===== src/rtl/i2c_init_sequencer_if.sv =====
// Table, status and I2C pad signals of the init sequencer.
// The master modport is the sequencer; the slave modport is its environment (ROM, pads, i2c_0).
interface i2c_init_sequencer_if #(
  parameter int IDX_W = 8
);
  logic             start;
  logic [IDX_W-1:0] tbl_idx;
  logic [7:0]       tbl_reg;
  logic [7:0]       tbl_data;
  logic             busy;
  logic             done;
  logic             nack_err;
  logic             sda_in;
  logic             scl_in;
  logic             nios_sda_oe;
  logic             nios_scl_oe;
  logic             sda_oe;
  logic             scl_oe;

  modport master (
    input  start, tbl_reg, tbl_data, sda_in, scl_in, nios_sda_oe, nios_scl_oe,
    output tbl_idx, busy, done, nack_err, sda_oe, scl_oe
  );

  modport slave (
    output start, tbl_reg, tbl_data, sda_in, scl_in, nios_sda_oe, nios_scl_oe,
    input  tbl_idx, busy, done, nack_err, sda_oe, scl_oe
  );
endinterface


===== src/rtl/i2c_init_sequencer.sv =====
// I2C master that writes a (register, value) table to one slave, sharing the pads with i2c_0.
// Define CLOCK_STRETCH_EN to let a slave stretch SCL during the high phase of each bit.
module i2c_init_sequencer #(
  parameter int         CLK_HZ      = 50000000,
  parameter int         I2C_HZ      = 100000,
  parameter logic [6:0] SLAVE_ADDR  = 7'h53,
  parameter int         NUM_ENTRIES = 4,
  parameter int         IDX_W       = 8,
  parameter bit         AUTO_START  = 1'b1
) (
  input logic                  clk_clk,
  input logic                  reset_reset,
  i2c_init_sequencer_if.master bus
);
  localparam int               QDIV     = CLK_HZ / (4 * I2C_HZ);
  localparam int               CW       = (QDIV > 1) ? $clog2(QDIV) : 1;
  localparam logic [CW-1:0]    QMAX     = CW'(QDIV - 1);
  localparam logic [CW-1:0]    QONE     = CW'(1);
  localparam logic [IDX_W-1:0] LAST_IDX = IDX_W'(NUM_ENTRIES - 1);
  localparam logic [IDX_W-1:0] IDX_ONE  = IDX_W'(1);

  typedef enum logic [2:0] {
    S_IDLE  = 3'd0,
    S_START = 3'd1,
    S_SHIFT = 3'd2,
    S_ACK   = 3'd3,
    S_STOP  = 3'd4,
    S_GAP   = 3'd5,
    S_NEXT  = 3'd6,
    S_DONE  = 3'd7
  } state_e;

  state_e           state_q, state_d;
  logic [CW-1:0]    qcnt_q, qcnt_d;
  logic [1:0]       qtr_q, qtr_d;
  logic [2:0]       bit_q, bit_d;
  logic [1:0]       byte_q, byte_d;
  logic [7:0]       sh_q, sh_d;
  logic [IDX_W-1:0] idx_q, idx_d;
  logic             busy_q, busy_d;
  logic             done_q, done_d;
  logic             nack_q, nack_d;
  logic             pend_q, pend_d;
  logic             fail_q, fail_d;
  logic             sda_oe_q, scl_oe_q;
  logic             sda_int_s, scl_int_s, hold_s, tick_s, run_s;

  // State register plus the registered pad arbiter
  always_ff @(posedge clk_clk) begin
    if (reset_reset) begin
      state_q  <= S_IDLE;
      qcnt_q   <= {CW{1'b0}};
      qtr_q    <= 2'd0;
      bit_q    <= 3'd0;
      byte_q   <= 2'd0;
      sh_q     <= 8'd0;
      idx_q    <= {IDX_W{1'b0}};
      busy_q   <= 1'b0;
      done_q   <= 1'b0;
      nack_q   <= 1'b0;
      pend_q   <= AUTO_START;
      fail_q   <= 1'b0;
      sda_oe_q <= 1'b0;
      scl_oe_q <= 1'b0;
    end else begin
      state_q  <= state_d;
      qcnt_q   <= qcnt_d;
      qtr_q    <= qtr_d;
      bit_q    <= bit_d;
      byte_q   <= byte_d;
      sh_q     <= sh_d;
      idx_q    <= idx_d;
      busy_q   <= busy_d;
      done_q   <= done_d;
      nack_q   <= nack_d;
      pend_q   <= pend_d;
      fail_q   <= fail_d;
      sda_oe_q <= busy_q ? sda_int_s : bus.nios_sda_oe;
      scl_oe_q <= busy_q ? scl_int_s : bus.nios_scl_oe;
    end
  end

  // Next-state, quarter timing and internal line drive
  always_comb begin
    state_d   = state_q;
    qtr_d     = qtr_q;
    bit_d     = bit_q;
    byte_d    = byte_q;
    sh_d      = sh_q;
    idx_d     = idx_q;
    busy_d    = busy_q;
    done_d    = done_q;
    nack_d    = nack_q;
    fail_d    = fail_q;
    sda_int_s = 1'b0;
    scl_int_s = 1'b0;
    pend_d    = pend_q | (bus.start & ~busy_q);
`ifdef CLOCK_STRETCH_EN
    hold_s    = ((state_q == S_SHIFT) || (state_q == S_ACK)) && (qtr_q == 2'd2) && !bus.scl_in;
`else
    hold_s    = 1'b0;
`endif
    tick_s    = (qcnt_q == QMAX) && !hold_s;
    run_s     = (state_q != S_IDLE) && (state_q != S_NEXT) && (state_q != S_DONE);

    // The counter parks on its last value while a stretched SCL is held low
    if (!run_s) begin
      qcnt_d = {CW{1'b0}};
    end else if (tick_s) begin
      qcnt_d = {CW{1'b0}};
    end else if (qcnt_q != QMAX) begin
      qcnt_d = qcnt_q + QONE;
    end else begin
      qcnt_d = qcnt_q;
    end

    case (state_q)
      S_IDLE: begin
        if (pend_q && !bus.nios_sda_oe && !bus.nios_scl_oe) begin
          pend_d  = 1'b0;
          busy_d  = 1'b1;
          done_d  = 1'b0;
          nack_d  = 1'b0;
          fail_d  = 1'b0;
          idx_d   = {IDX_W{1'b0}};
          qtr_d   = 2'd0;
          state_d = S_START;
        end else begin
          state_d = S_IDLE;
        end
      end
      S_START: begin
        sda_int_s = qtr_q[0];
        if (tick_s && (qtr_q == 2'd1)) begin
          qtr_d   = 2'd0;
          bit_d   = 3'd0;
          byte_d  = 2'd0;
          sh_d    = {SLAVE_ADDR, 1'b0};
          state_d = S_SHIFT;
        end else if (tick_s) begin
          qtr_d = qtr_q + 2'd1;
        end else begin
          qtr_d = qtr_q;
        end
      end
      S_SHIFT: begin
        scl_int_s = ~qtr_q[1];
        sda_int_s = ~sh_q[7];
        if (tick_s && (qtr_q == 2'd3)) begin
          qtr_d   = 2'd0;
          sh_d    = {sh_q[6:0], 1'b0};
          bit_d   = bit_q + 3'd1;
          state_d = (bit_q == 3'd7) ? S_ACK : S_SHIFT;
        end else if (tick_s) begin
          qtr_d = qtr_q + 2'd1;
        end else begin
          qtr_d = qtr_q;
        end
      end
      S_ACK: begin
        scl_int_s = ~qtr_q[1];
        if (tick_s && (qtr_q == 2'd3)) begin
          qtr_d = 2'd0;
          if (bus.sda_in) begin
            fail_d  = 1'b1;
            state_d = S_STOP;
          end else if (byte_q == 2'd2) begin
            state_d = S_STOP;
          end else begin
            byte_d  = byte_q + 2'd1;
            sh_d    = (byte_q == 2'd0) ? bus.tbl_reg : bus.tbl_data;
            state_d = S_SHIFT;
          end
        end else if (tick_s) begin
          qtr_d = qtr_q + 2'd1;
        end else begin
          qtr_d = qtr_q;
        end
      end
      S_STOP: begin
        // SDA held low through the SCL rise; it is released on leaving STOP
        sda_int_s = 1'b1;
        scl_int_s = (qtr_q == 2'd0);
        if (tick_s && (qtr_q == 2'd1)) begin
          qtr_d = 2'd0;
          if (fail_q) begin
            nack_d  = 1'b1;
            busy_d  = 1'b0;
            state_d = S_IDLE;
          end else begin
            state_d = S_GAP;
          end
        end else if (tick_s) begin
          qtr_d = qtr_q + 2'd1;
        end else begin
          qtr_d = qtr_q;
        end
      end
      S_GAP: begin
        if (tick_s) begin
          qtr_d   = qtr_q + 2'd1;
          state_d = (qtr_q == 2'd3) ? S_NEXT : S_GAP;
        end else begin
          qtr_d = qtr_q;
        end
      end
      S_NEXT: begin
        qtr_d = 2'd0;
        if (idx_q == LAST_IDX) begin
          state_d = S_DONE;
        end else begin
          idx_d   = idx_q + IDX_ONE;
          state_d = S_START;
        end
      end
      S_DONE: begin
        done_d  = 1'b1;
        busy_d  = 1'b0;
        state_d = S_IDLE;
      end
      default: begin
        busy_d  = 1'b0;
        state_d = S_IDLE;
      end
    endcase
  end

  assign bus.tbl_idx  = idx_q;
  assign bus.busy     = busy_q;
  assign bus.done     = done_q;
  assign bus.nack_err = nack_q;
  assign bus.sda_oe   = sda_oe_q;
  assign bus.scl_oe   = scl_oe_q;
endmodule


===== src/flat_wrapper.sv =====
// flat-port wrapper written by rule: the top's interface ports become plain ports
module i2c_init_sequencer_flat 
#(
  parameter int         CLK_HZ      = 50000000,
  parameter int         I2C_HZ      = 100000,
  parameter logic [6:0] SLAVE_ADDR  = 7'h53,
  parameter int         NUM_ENTRIES = 4,
  parameter int         IDX_W       = 8,
  parameter bit         AUTO_START  = 1'b1
)
  (clk_clk, reset_reset, bus_start, bus_tbl_reg, bus_tbl_data, bus_sda_in, bus_scl_in, bus_nios_sda_oe, bus_nios_scl_oe, bus_tbl_idx, bus_busy, bus_done, bus_nack_err, bus_sda_oe, bus_scl_oe);
  i2c_init_sequencer_if #(.IDX_W(IDX_W)) bus_i ();
  input logic clk_clk;
  input logic reset_reset;
  input wire logic [$bits(bus_i.start)-1:0] bus_start;
  input wire logic [$bits(bus_i.tbl_reg)-1:0] bus_tbl_reg;
  input wire logic [$bits(bus_i.tbl_data)-1:0] bus_tbl_data;
  input wire logic [$bits(bus_i.sda_in)-1:0] bus_sda_in;
  input wire logic [$bits(bus_i.scl_in)-1:0] bus_scl_in;
  input wire logic [$bits(bus_i.nios_sda_oe)-1:0] bus_nios_sda_oe;
  input wire logic [$bits(bus_i.nios_scl_oe)-1:0] bus_nios_scl_oe;
  output wire logic [$bits(bus_i.tbl_idx)-1:0] bus_tbl_idx;
  output wire logic [$bits(bus_i.busy)-1:0] bus_busy;
  output wire logic [$bits(bus_i.done)-1:0] bus_done;
  output wire logic [$bits(bus_i.nack_err)-1:0] bus_nack_err;
  output wire logic [$bits(bus_i.sda_oe)-1:0] bus_sda_oe;
  output wire logic [$bits(bus_i.scl_oe)-1:0] bus_scl_oe;
  assign bus_i.start = bus_start;
  assign bus_i.tbl_reg = bus_tbl_reg;
  assign bus_i.tbl_data = bus_tbl_data;
  assign bus_i.sda_in = bus_sda_in;
  assign bus_i.scl_in = bus_scl_in;
  assign bus_i.nios_sda_oe = bus_nios_sda_oe;
  assign bus_i.nios_scl_oe = bus_nios_scl_oe;
  assign bus_tbl_idx = bus_i.tbl_idx;
  assign bus_busy = bus_i.busy;
  assign bus_done = bus_i.done;
  assign bus_nack_err = bus_i.nack_err;
  assign bus_sda_oe = bus_i.sda_oe;
  assign bus_scl_oe = bus_i.scl_oe;
  i2c_init_sequencer #(.CLK_HZ(CLK_HZ), .I2C_HZ(I2C_HZ), .SLAVE_ADDR(SLAVE_ADDR), .NUM_ENTRIES(NUM_ENTRIES), .IDX_W(IDX_W), .AUTO_START(AUTO_START)) u_core (.clk_clk(clk_clk), .reset_reset(reset_reset), .bus(bus_i));
endmodule

===== config.mk =====
export PLATFORM = sky130hd
export DESIGN_NAME = i2c_init_sequencer_flat
export DESIGN_NICKNAME = d
export VERILOG_FILES = /design/src/rtl/i2c_init_sequencer_if.sv /design/src/rtl/i2c_init_sequencer.sv /design/src/flat_wrapper.sv
export SDC_FILE = /design/constraint.sdc
export NUM_CORES = 1
export LEC_CHECK = 0
export CAP_MARGIN = 20
export CORE_MARGIN = 2
export CORE_UTILIZATION = 48
export CTS_CLUSTER_SIZE = 8
export DETAILED_ROUTE_END_ITERATION = 16
export DONT_BUFFER_PORTS = 1
export PLACE_DENSITY = 0.65
export SLEW_MARGIN = 0
export SYNTH_ARGS = -nofsm -noshare
export SYNTH_HDL_FRONTEND = slang
export SYNTH_SLANG_ARGS = --single-unit

===== constraint.sdc =====
create_clock -name clk_clk -period 1.6 [get_ports clk_clk]
set_input_delay 0.4 -clock clk_clk [delete_from_list [all_inputs] [get_ports clk_clk]]
set_output_delay 0.4 -clock clk_clk [all_outputs]
set_load 0.02 [all_outputs]

Word level (Yosys, flattened, before mapping)
Index checks and enable logic that the tools add are counted.
{"block": "word_totals", "mem_bits_ro": 0, "ramBits": 0, "ff_bits": 40, "in_bits": 23, "wordCells": 140, "mem_count": 0, "latch_bits": 0}
{"block": "classes", "add_sub_neg": 5, "multipliers": 0, "eq_ne": 27, "mux": 54, "magnitude_cmp": 0, "n_reduce_logical": 34, "bitwise": 6, "shifts": 0, "div": 0}
{"cell": "$mux W8", "count": 8}
{"cell": "$mux W3", "count": 11}
{"cell": "$pmux W3 S8", "count": 1}
{"cell": "$pmux W8 S3", "count": 1}
{"cell": "$mux W2", "count": 9}
{"cell": "$pmux W8 S2", "count": 1}
{"cell": "$eq A3 B3 Y1 const B", "count": 5}
{"cell": "$mux W1", "count": 14}
{"cell": "$ne A2 B1 Y1 const B", "count": 7}
{"cell": "$reduce_and A4 Y1", "count": 3}
{"cell": "$reduce_bool A2 Y1", "count": 6}
{"cell": "$pmux W2 S5", "count": 1}
{"cell": "$reduce_and A5 Y1", "count": 2}
{"cell": "$reduce_bool A3 Y1", "count": 3}
{"cell": "$add A8 B1 Y8 const B", "count": 1}
{"cell": "$eq A8 B2 Y1 const B", "count": 1}
{"cell": "$ne A2 B2 Y1 const B", "count": 4}
{"cell": "$pmux W1 S2", "count": 4}
{"cell": "$add A7 B1 Y7 const B", "count": 1}
{"cell": "$eq A7 B7 Y1 const B", "count": 1}
{"cell": "$ne A7 B7 Y1 const B", "count": 1}
{"cell": "$eq A3 B2 Y1 const B", "count": 2}
{"cell": "$logic_and A1 B1 Y1", "count": 6}
{"cell": "$ne A3 B3 Y1 const B", "count": 2}
{"cell": "other kinds (20)", "count": 31}

Longest topological paths before layout
{"block": "logic_depth", "word_depth": 6, "depth_mapped": 7, "depth_no_buf": 6}

Least setup slack after synthesis
No wires, ideal clock.
{"block": "synth_timing", "path_type": "register to register", "start": "reg u_core.idx_q[0], in the netlist u_core.bus.tbl_idx[0]", "end": "reg u_core.idx_q[5], in the netlist u_core.bus.tbl_idx[5]", "arrival_ps": 1690, "stages_incl_launch_ff": 6, "setup_time_ps": 121, "required_ps": 1479, "synth_period_minus_slack_ps": 1811, "setup_slack_ps": -211, "path_cell_list": "dfxtp_1 ha_1 or4b_4 o21ai_4 a21oi_1 mux2i_1"}
{"block": "synth_via", "elab_chain_len": 3, "word_cells_on_any_way": 6, "classes_between": "add/sub: 1; eq/ne: 2; mux: 2; reduce/logical: 1"}
{"item": "from (decl)", "line_no": "i2c_init_sequencer.sv:39", "rtl": "logic [IDX_W-1:0] idx_q, idx_d;"}
{"item": "from (signal assigned)", "line_no": "i2c_init_sequencer.sv:57", "rtl": "idx_q <= {IDX_W{1'b0}};"}
{"item": "from (signal assigned)", "line_no": "i2c_init_sequencer.sv:72", "rtl": "idx_q <= idx_d;"}
{"item": "$add A8 B1 Y8 / $eq A8 B2 Y1 (equally long branches)", "line_no": "i2c_init_sequencer.sv:212, i2c_init_sequencer.sv:209"}
{"item": "$mux W8 / $ne A2 B2 Y1 (equally long branches)"}
{"item": "$pmux W8 S2 / $reduce_and A3 Y1 (equally long branches)"}
Several ways; a longest one is shown, not always the timed one. The select of a mux whose other input is x is not followed.
A chain may end at the register's enable or synchronous reset.

Worst setup path after layout
{"block": "layout_timing", "start": "reg u_core.idx_q[0], in the netlist u_core.bus.tbl_idx[0]", "end": "reg u_core.idx_q[0], in the netlist u_core.bus.tbl_idx[0]"}
The elaborated chain is that of the path after synthesis.

==> summary.md <==
| Metric | Value |
|---|---|
| Gate Count Post-Synth | 298 |
| CTS tree | built |
| Worst Hold Class | primary input to flop |
| Synthesized area | between 2000 and 2500 um2 |
| Vias | about 2500 |
| CP Class | flop to flop |
| Pin count of the biggest net entering global routing | 23 |
| Final hold violations | 0 |
| Count of cell types in the netlist | between 50 and 60 |
| Die outline area | 5700 um2 |
| Worst-skew pair later-pin latency | roughly 0.30 ns |
| Total GRT Usage | between 20% and 30% |
| FF+latch count, synth | 40 |
| Max stage delay cell, worst path | or4b_4 |
| H-tree depth | 2 |
| CP required | 1.80 ns |
| Root Driver | clkbuf_8 |
| Pin slew with the least headroom to its limit | roughly 0.58 ns |
| Reg area | approximately 820 um2 |
| Setup TNS | -0.0123 ns |
| Grt total ovfl | 0 |
| DR WL/cell | around 15 um |
| Starting Density | slightly below 50% |
| Tot Pwr | 3480 uW |
| I/O Pins | 36 |
| Die Span X | between 70 and 80 um |
| Via/cell ratio | between 5 and 6 |
| Switch share | about two fifths |
| Clk sink count | 40 |
| Slew Limit Fails | 0 |
| Logic pwr share | 46.7% |
| Syn. warnings | 0 |
| Share of layout cells above drive strength 1 | roughly two fifths |
| Crit path max fanout | 4 |
| Clock skew | 0.0151 ns |
| Yosys top cell area share | 32.6% |
| Final setup violation count | 1 |
| RSZ-0062 raised after global routing | yes |
| P_sw | 1330 uW |
| WP data arrival | between 1.5 and 2 ns |
| Drt pass-1 iters | 4 |
| WL final | 6.56 mm |
| Share of power burned in registers | 34.3% |
| Critical path endpoint category | flop |
| Vias in the first global route | 2233 |
| Post-DP HPWL | around 4.6 mm |
| Relative slew slack | 61.6% |
| Max stage delay on crit path | about 0.53 ns |
| Synth Area per Inst | 8.23 um2 |
| Post-synthesis async set-or-reset flop share | 0% |
| Post-Syn Nets | 331 |
| Synth-to-layout area growth | 39.8% |
| Core Region | 5010 um2 |
| Synth area leaders | dfxtp_1 (33%), a21oi_1 (5.9%), ha_1 (5.1%) |
| Clock share of power | 19.0% |
| Nets@finish | 392 |
| Ys flop type | dfxtp_1 |
| DR DRC count | 0 |
| Chip height | around 75 um |
| Fmax achieved | 620 MHz |
| Max Cap Viol | 0 |
| Crit path time final | 1.61 ns |
| Critical path cell sequence | ha_4, or4b_4, o21a_1, nor3_2, nor3_2 |
| Final setup margin | -0.0123 ns |
| Port Buffers | 0 |
| Static Leak | 0.00122 uW |
| Violated checks | negative setup slack |
| PD cells | 1010 nW/um2 |
| Fillcell total | 415 |
| CP startpoint kind | flop |
| CTS Buf Count | 5 |
| VDD IR max | 0.000463 V |
| Crit share post-route | 101% |
| First-pass GRT wire length | 9.80 mm |
| RePlAce Congestion | between 0.8 and 0.9 |
| Sequential element share of the synthesized area | roughly a third |
| Footprint of the multi-input gates | ~1800 um2 |
| Area leader, netlist | dfxtp_1 |
| CTS Buffer Depth | 2 |
| Antenna diode count | 0 |
| ANT nets after route | 0 |
| Row cnt | 26 |
| CTS clk-pin slew, worst paths | 0.08 ns |
| CP most frequent cell | nor3_2 |
| Status | complete, but fails checks |
| Reg-to-reg slack, setup | -0.01 ns |
| Cts hold-fix bufs | 0 |
| Cell internal pwr | between 2000 and 2500 uW |
| Number of synthesized flops with an enable pin | 0 |
| Final core utilization | 68.5% |
| Initial drt markers | around 140 |
| Initial antenna violation count | 0 |
[path summary, 6_finish.rpt]
path | start | depth (start not counted) | endpoint
hold / removal | reset_reset | 1 | u_core.bus.done
setup reg to reg | u_core.bus.tbl_idx[0] | 5 | u_core.bus.tbl_idx[0]
setup / recovery | u_core.bus.tbl_idx[0] | 5 | u_core.bus.tbl_idx[0]
hold reg to reg | u_core.bit_q[1] | 2 | u_core.bit_q[1]
[synthesized netlist by cell type (all sizes together), types with 2 or more instances]
master    n
dfxtp    40
a21oi    29
nor2     28
nand2    22
nor3     17
o21ai    14
inv      13
nand3    13
buf      11
ha       10
mux2i     8
clkbuf    7
nand2b    7
nand4     6
nor4      5
or3       5
a2111oi   4
nand3b    4
a2111o    3
and3      3
mux2      3
nor2b     3
o32ai     3
xor2      3
a21boi    2
a32o      2
a32oi     2
and3b     2
nand4b    2
nor3b     2
o2111ai   2
o221ai    2
o311ai    2
o41ai     2
or2       2
or3b      2
xnor2     2
[sequential cells by signal (all words and copies together), names as in the netlist]
signal               flops
u_core.state_q           3
u_core.bus.scl_oe        1
u_core.fail_q            1
u_core.bit_q             3
u_core.qcnt_q            7
u_core.bus.tbl_idx       8
u_core.byte_q            2
u_core.bus.nack_err      1
u_core.pend_q            1
u_core.bus.busy          1
u_core.bus.sda_oe        1
u_core.bus.done          1
u_core.sh_q              8
u_core.qtr_q             2
[kinds of logic after synthesis]
logic type	after synthesis	synth area share (%)
compound gates	75	21.8
xor+xnor	5	1.79
simple gates	125	28.1
buf+inv	31	5.51
flops	40	32.6
mux	11	4.64
fa+ha+maj	11	5.51
[worst max-delay path: cells and delay by family (launching register included)]
kind	cells	cell delay, ns
AOI/OAI and AO/OA	1	0.23
adders and majority gates	1	0.13
DFF	1	0.36
and+or+nand+nor	3	0.79
[per-stage QoR]
step           std cells  hold WS [ns]  setup WS, ns  area (um2)
2_1_floorplan        298         0.430       -0.0221        2500
3_3_place_gp         410         0.455        -0.119        2950
3_5_place_dp         410         0.457        -0.172        2950
4_1_cts              419         0.151      -0.00905        3110
5_1_grt              430         0.148       -0.0784        3430
6_report             430         0.154       -0.0123        3430
[layout make-up]
class | instances | area share [%]
tap | 70 | 2.55
timing repair buffer | 71 | 16.0
sequential | 40 | 24.0
inverter | 13 | 1.50
multi-input combinational | 228 | 53.6
clock buffer | 7 | 2.23
clock inverter | 1 | 0.146
[what timing repair did]
| action | CTS | global route |
|---|---|---|
| buffers inserted | 0 | 11 |
| cloned | 1 | 0 |
| resized for setup | 14 | 52 |
| endpoints found under the setup margin | 28 | 32 |
| hold endpoints to repair | 0 | 0 |
| pin swaps | 2 | 20 |
[layout by cell type (no fill, tap or decap), drive strengths merged, types with 3 or more instances in the layout]
cell type  netlist  final
o32ai            3      3
or3              5      5
nand2b           7      7
xor2             3      3
nand3b           4      4
o21ai           14     15
inv             13     13
nor2            28     28
mux2i            8      8
clkbuf           7      7
mux2             3      3
nand3           13     13
and3             3      3
nor4             5      5
a21oi           29     29
nor3            17     17
nand2           22     22
buf             11     71
nand4            6      6
ha              10     10
a2111oi          4      4
dfxtp           40     40
a2111o           3      3
nor2b            3      3
[power groups by stage]
| stage | registers [uW] | logic, uW | clock network (uW) |
|---|---|---|---|
| 3_3_place_gp | 1210 | 1330 | 0 |
| 2_1_floorplan | 1170 | 854 | 0 |
| 5_1_grt | 1200 | 1760 | 717 |
| 3_5_place_dp | 1210 | 1350 | 0 |
| 4_1_cts | 1190 | 1380 | 674 |
| 6_report | 1190 | 1620 | 660 |
[routing by layer]
layer	vias to the layer above	share of wire (%)	track usage, %
met5	-	0	0
met1	1158	43	27.8
met2	75	50	38.3
li1	1227	-	-
met3	11	5.1	5.03
met4	0	1.4	6.82
Power figures use the tool's default switching activity.
